$ cat config.mk
export PLATFORM = sky130hd
export DESIGN_NAME = seq_pattern_counter
export DESIGN_NICKNAME = d
export VERILOG_FILES = /design/src/rtl/seq_counter_pkg.sv /design/src/rtl/seq_next_table.sv /design/src/rtl/seq_pattern_counter.sv
export SDC_FILE = /design/constraint.sdc
export NUM_CORES = 1
export LEC_CHECK = 0
export CAP_MARGIN = 20
export CELL_PAD_IN_SITES_DETAIL_PLACEMENT = 2
export CELL_PAD_IN_SITES_GLOBAL_PLACEMENT = 2
export CORE_UTILIZATION = 23
export DETAILED_ROUTE_END_ITERATION = 16
export PLACE_DENSITY = 0.8
export SETUP_SLACK_MARGIN = 0.5
export SKIP_CTS_REPAIR_TIMING = 1
export SLEW_MARGIN = 10
export SYNTH_ARGS = -nofsm -noshare
export SYNTH_HDL_FRONTEND = slang
export SYNTH_SLANG_ARGS = --single-unit
$ cat constraint.sdc
create_clock -name clk -period 4 [get_ports clk]
set_input_delay 0.8 -clock clk [delete_from_list [all_inputs] [get_ports clk]]
set_output_delay 0.8 -clock clk [all_outputs]
set_load 0.02 [all_outputs]
$ cat src/rtl/seq_counter_pkg.sv
// Shared definitions for the sequence pattern counter.
//   - Mode encodings for the 2-bit mode input.
//   - Gray/binary conversion helpers and the default next-state map.
// Helpers work on 32-bit values; callers cast the results down to the state width.
package seq_counter_pkg;

  localparam logic [1:0] MODE_UP    = 2'b00;
  localparam logic [1:0] MODE_DOWN  = 2'b01;
  localparam logic [1:0] MODE_GRAY  = 2'b10;
  localparam logic [1:0] MODE_TABLE = 2'b11;

  // Binary to reflected Gray code.
  function automatic logic [31:0] bin2gray(input logic [31:0] b);
    return b ^ (b >> 1);
  endfunction

  // Reflected Gray code to binary: each binary bit is the XOR of all Gray bits at or above it.
  function automatic logic [31:0] gray2bin(input logic [31:0] g);
    logic [31:0] b;
    b = 32'd0;
    for (int i = 0; i < 32; i++) begin
      b[i] = ^(g >> i);
    end
    return b;
  endfunction

  // Default table entry: every state advances to its successor, wrapping at depth.
  function automatic logic [31:0] default_next(input logic [31:0] i, input logic [31:0] depth);
    return (i + 32'd1) % depth;
  endfunction

endpackage

$ cat src/rtl/seq_next_table.sv
// Next-state table for TABLE mode: DEPTH = 2**WIDTH entries of WIDTH bits.
// Configuration macro: SEQ_TABLE_WR_EN
//   defined   : writable storage, synchronous write, asynchronous read, default map on reset.
//   undefined : constant default map (i+1) mod DEPTH, no storage; write port ignored.
// Ports:
//   clk    in   1      clock
//   reset  in   1      synchronous active-high reset, restores the default map
//   we     in   1      write strobe
//   waddr  in   WIDTH  entry to write
//   wdata  in   WIDTH  next state stored at waddr
//   raddr  in   WIDTH  entry to read (current state)
//   rdata  out  WIDTH  stored next state for raddr (combinational)
module seq_next_table
  import seq_counter_pkg::*;
#(
  parameter int WIDTH = 3
) (
  input  logic             clk,
  input  logic             reset,
  input  logic             we,
  input  logic [WIDTH-1:0] waddr,
  input  logic [WIDTH-1:0] wdata,
  input  logic [WIDTH-1:0] raddr,
  output logic [WIDTH-1:0] rdata
);

  localparam int DEPTH = 2 ** WIDTH;

  logic [WIDTH-1:0] dflt_s [DEPTH];

  for (genvar g = 0; g < DEPTH; g++) begin : g_dflt
    assign dflt_s[g] = WIDTH'(default_next(32'(g), 32'(DEPTH)));
  end

`ifdef SEQ_TABLE_WR_EN
  logic [WIDTH-1:0] mem_r [DEPTH];

  // Table storage: default map on reset, otherwise single-entry write.
  always_ff @(posedge clk) begin
    if (reset) begin
      for (int i = 0; i < DEPTH; i++) begin
        mem_r[i] <= dflt_s[i];
      end
    end else if (we) begin
      mem_r[waddr] <= wdata;
    end
  end

  // Read returns the pre-edge contents, so a same-cycle write is seen only next cycle.
  assign rdata = mem_r[raddr];
`else
  logic unused_tbl_s;

  assign unused_tbl_s = &{1'b0, clk, reset, we, waddr, wdata};
  assign rdata        = dflt_s[raddr];
`endif

endmodule

$ cat src/rtl/seq_pattern_counter.sv
// Parametrised sequence counter: steps a WIDTH-bit state through binary-up, binary-down,
// Gray or table-driven sequences, flags wrap-around to START and recovers from table self-loops.
// Configuration macro: SEQ_TABLE_WR_EN (writable next-state table; see seq_next_table).
// Ports:
//   clk        in   1      clock, rising edge
//   reset      in   1      synchronous active-high reset
//   en         in   1      advance one step
//   mode       in   2      00 UP, 01 DOWN, 10 GRAY, 11 TABLE
//   load       in   1      load count from load_val (beats en)
//   load_val   in   WIDTH  value for load
//   tbl_we     in   1      table write strobe
//   tbl_addr   in   WIDTH  table entry to write
//   tbl_wdata  in   WIDTH  next state for tbl_addr
//   count      out  WIDTH  current state (registered)
//   wrap       out  1      pulse: previous step landed on START
//   illegal    out  1      pulse: previous TABLE step hit a self-loop
module seq_pattern_counter
  import seq_counter_pkg::*;
#(
  parameter int WIDTH = 3,
  parameter int START = 0
) (
  input  logic             clk,
  input  logic             reset,
  input  logic             en,
  input  logic [1:0]       mode,
  input  logic             load,
  input  logic [WIDTH-1:0] load_val,
  input  logic             tbl_we,
  input  logic [WIDTH-1:0] tbl_addr,
  input  logic [WIDTH-1:0] tbl_wdata,
  output logic [WIDTH-1:0] count,
  output logic             wrap,
  output logic             illegal
);

  localparam logic [WIDTH-1:0] START_VAL = WIDTH'(START);
  localparam logic [WIDTH-1:0] ONE_VAL   = WIDTH'(1);

  logic [WIDTH-1:0] count_r;
  logic             wrap_r;
  logic             illegal_r;
  logic [WIDTH-1:0] tbl_rdata_s;
  logic [WIDTH-1:0] step_next_s;
  logic             self_loop_s;
  logic [WIDTH-1:0] gray_bin_s;
  logic [WIDTH-1:0] gray_inc_s;

  seq_next_table #(
    .WIDTH (WIDTH)
  ) u_table (
    .clk   (clk),
    .reset (reset),
    .we    (tbl_we),
    .waddr (tbl_addr),
    .wdata (tbl_wdata),
    .raddr (count_r),
    .rdata (tbl_rdata_s)
  );

  // Next value for a step in the current mode, plus self-loop detection for TABLE.
  always_comb begin
    step_next_s = count_r;
    self_loop_s = 1'b0;
    // Increment is done in binary at WIDTH bits so it wraps before re-encoding to Gray.
    gray_bin_s  = WIDTH'(gray2bin(32'(count_r)));
    gray_inc_s  = gray_bin_s + ONE_VAL;
    case (mode)
      MODE_UP:   step_next_s = count_r + ONE_VAL;
      MODE_DOWN: step_next_s = count_r - ONE_VAL;
      MODE_GRAY: step_next_s = WIDTH'(bin2gray(32'(gray_inc_s)));
      MODE_TABLE: begin
        if (tbl_rdata_s == count_r) begin
          step_next_s = START_VAL;
          self_loop_s = 1'b1;
        end else begin
          step_next_s = tbl_rdata_s;
          self_loop_s = 1'b0;
        end
      end
      default:   step_next_s = count_r;
    endcase
  end

  // State and flag registers: reset > load > step > hold; flags are one-cycle pulses.
  always_ff @(posedge clk) begin
    if (reset) begin
      count_r   <= START_VAL;
      wrap_r    <= 1'b0;
      illegal_r <= 1'b0;
    end else if (load) begin
      count_r   <= load_val;
      wrap_r    <= 1'b0;
      illegal_r <= 1'b0;
    end else if (en) begin
      count_r   <= step_next_s;
      // A self-loop recovery lands on START but is reported as illegal, not as a wrap.
      wrap_r    <= (step_next_s == START_VAL) && !self_loop_s;
      illegal_r <= self_loop_s;
    end else begin
      count_r   <= count_r;
      wrap_r    <= 1'b0;
      illegal_r <= 1'b0;
    end
  end

  assign count   = count_r;
  assign wrap    = wrap_r;
  assign illegal = illegal_r;

endmodule

==> impl_summary.md <==
Cells and area
The utilization after layout is 0.333. The proportion of layout cells with a drive suffix above 1 is 0.0933. Leaving out fill and tap cells, the most frequent cell in the layout is sky130_fd_sc_hd__clkdlybuf4s50_1. The layout net count is 97. The area of the multi-input gates is 358 sq um. Once layout is complete, the cells apart from fillers number 102.

The filler cell count is 240. The area taken by flip-flops and latches is 100 sq um. Compared with the post-synthesis result, the final layout area differs by 34.3%.

The total inserted antenna cells is 0. Leaving out fill and tap cells, the most frequent cells in the layout are 13 x sky130_fd_sc_hd__clkdlybuf4s50_1, 6 x sky130_fd_sc_hd__nor2_1, 5 x sky130_fd_sc_hd__inv_1, 5 x sky130_fd_sc_hd__dfxtp_1.

Floorplan
The die area is 2350 sq um. During I/O placement, the number of pins put on the boundary was 21. Measured along the y axis, the die boundary spans 48.5 microns.

The initialized floorplan defines 16 standard-cell rows. The starting utilization of the core area is 0.248. The core outline area is 2000 sq um.

The die span in x is 48.5 microns.

Yosys
Of all flip-flops after synthesis, the portion carrying an async set or reset was 0. The total nets after synthesis is 82. Yosys printed 0 warnings. The share of the yosys chip area belonging to registers is 0.202. The count of flip-flops with a built-in enable after synthesis is 0. The most instantiated flip-flop cell in the synthesis netlist is sky130_fd_sc_hd__dfxtp_1. The count of mapped cells out of synthesis is 61. The netlist uses 31 different library cells. Of the total synthesized cell area, the portion taken by AND, OR, NAND and NOR gates is 0.229. The share of synthesized cell area in full adder, half adder and majority cells is 0.141. The post-synthesis cell area is 497 sq um. Synthesis inferred 5 register bits. After synthesis, the largest family of logic cells by area is compound AO/OA/AOI/OAI gates. The post-synthesis mux area share is 0. The average instance area after synthesis is 8.14 sq um. The fraction of the mapped netlist area in compound gates is 0.280. The xor/xnor cell area share of the yosys netlist is 0.0705.

Clocking
The tree built by TritonCTS fans out to 5 sinks. The number of clock buffers inserted by TritonCTS is 3. The longest clock path from root to sink contains 2 buffers.

The post-CTS clock slew at the launch and capture registers of the worst setup and hold paths is 50 ps. CTS built an H-tree with a depth of 1. The clock insertion delay at the later pin of the skew report is 240 ps.

The TritonCTS clock tree is built. The CTS root buffer is sky130_fd_sc_hd__clkbuf_4.

Drt
In the routed design, unresolved DRC markers number 0. The post-detailed-route wirelength per cell is 14.6 microns. In the routed layout, each cell is associated on average with a via count of 4.98.

Once detail routing completed, the nets flagged for antenna violations numbered 0. Wires add up to 1490 microns. The routed via count is 508. In this run, the number of DRC markers left after iteration 0 of detailed routing was 4. The total iterations of the first detailed-routing run is 3.

Flow run
The tool flagged a number of max-cap violations equal to 0.

GRT
The all-layer global routing usage is 0.139. The maximum number of pins on one net before global-route repair is 14. The total overflow left after global routing is 0. The number of antenna violations at the first check in global routing is 0. The number of global-route vias before repair is 532. The global-route wire length before repair is 2530 microns.

Worst setup path
In this run the worst setup path begins at mode[1]. In this run the critical register-to-register path is captured at wrap. The worst setup path is of the primary input to flop kind. The worst register-to-register path begins at count[0]. Following the worst setup path forward leads to its endpoint at wrap. The worst setup path is launched from a primary input. The largest driver fanout on the critical path is 9.

The logic depth of the worst register-to-register path is 6. Data on the critical path is required at its endpoint by 4120 ps. STA classifies the critical path endpoint as a flop. The slack of the worst reg-to-reg path is 1450 ps.

STA puts the critical path data arrival time at 2960 ps.

STA
The count of final max-slew check failures is 0. At the pin with the least slew margin, the transition time is 487 ps. Adding up every negative setup slack in the final design gives 0 ps.

Setup violations remaining at the end of the flow were counted as 0. For the final database, setup skew stands at 0.470 ps. The routed design could run at a clock period as short as 2840 ps. Setup repair after global routing left no endpoint under its margin. For this run, the top clock speed supported by timing is 353 MHz.

After layout, the worst setup slack is 1160 ps. Headroom to the max-slew limit came out at 0.675. The count of endpoints failing hold in the final timing report was 0. The share of the cycle needed by the critical path after routing is 0.709.

Power
The total chip power is 0.185 mW. The cell leakage power is 0.242 nW. The peak supply drop is 0.108 mV. The total power density per cell area is 278 nW/um^2.

Worst hold path
The tightest min-delay check is of the flop to flop type.

Placed design
The worst setup slack before clock tree synthesis is 931 ps. Input and output buffers added on the ports amount to 13. Detailed placement ended at an HPWL of 1140 microns.

Routability-driven placement finished with a final weighted congestion of 0.749. The number of placed instances, taps included, is 98.

Outcome
The flow ran to the end, and the final reports show no timing, DRC or antenna violations.
## critical path: stages
cell,delay (ps)
sky130_fd_sc_hd__clkdlybuf4s50_1,560
sky130_fd_sc_hd__inv_1,150
sky130_fd_sc_hd__nand2_1,80
sky130_fd_sc_hd__fa_1,390
sky130_fd_sc_hd__xor2_1,160
sky130_fd_sc_hd__xnor2_1,130
sky130_fd_sc_hd__a221o_1,330
sky130_fd_sc_hd__nor4_1,350
## power breakdown
| group | internal (mW) | switching (mW) | total (mW) |
|---|---|---|---|
| clock network | 0.0378 | 0.0225 | 0.0603 |
| logic | 0.0314 | 0.0320 | 0.0635 |
| registers | 0.0528 | 0.00877 | 0.0615 |
## layer usage
layer,vias to the layer above,GRT usage,share of wire
met4,0,0.0441,0
met2,6,0.232,0.51
li1,250,-,-
met1,252,0.184,0.48
met3,0,0.0189,0.011
met5,-,0,0
## through the flow
step / cell area (sq um) / hold slack, ps
2_1_floorplan: 497 / 815
3_3_place_gp: 641 / 798
3_5_place_dp: 641 / 830
4_1_cts: 667 / 828
5_1_grt: 667 / 881
6_report: 667 / 835
## worst min-delay path by stage
stage	end	cells after the start	slack [ps]	startpoint
2_1_floorplan	illegal	3	820	count[2]
3_3_place_gp	count[0]	3	800	count[0]
3_5_place_dp	illegal	2	830	count[2]
4_1_cts	illegal	2	830	count[2]
5_1_grt	illegal	2	880	count[2]
6_report	illegal	2	840	count[2]
## synth_stat cells, drive strengths merged (2+ instances only)
| cell type | instances | share of area |
|---|---|---|
| nor3 | 2 | 0.030 |
| dfxtp | 5 | 0.20 |
| a221o | 2 | 0.040 |
| ha | 4 | 0.10 |
| o2111ai | 2 | 0.035 |
| xnor2 | 2 | 0.035 |
| buf | 2 | 0.033 |
| o21ai | 2 | 0.020 |
| nor4 | 2 | 0.025 |
| nor2 | 6 | 0.045 |
| a211oi | 2 | 0.030 |
| xor2 | 2 | 0.035 |
| nand2b | 3 | 0.038 |
| nand2 | 4 | 0.030 |
| inv | 5 | 0.038 |
| a21oi | 3 | 0.030 |
## cell type report
cell class,count,area share
repair buffers,13,0.195
inverters,5,0.0281
flip-flops and latches,5,0.150
clock buffers,4,0.0394
multi-input cells,48,0.537
well taps,27,0.0507
## flip-flops by register name (all words and copies together) (netlist names)
signal	cells
count	3
illegal	1
wrap	1
## cells by family (layout without fill, tap and decap cells)
| group | Yosys count | count (layout) |
|---|---|---|
| and+or+nand+nor | 21 | 21 |
| AOI/OAI and AO/OA | 18 | 18 |
| buffers and inverters | 8 | 22 |
| adders and majority gates | 5 | 5 |
| DFF | 5 | 5 |
| xor gates and xnor gates | 4 | 4 |
No activity file was read; power rests on OpenSTA's default activity.
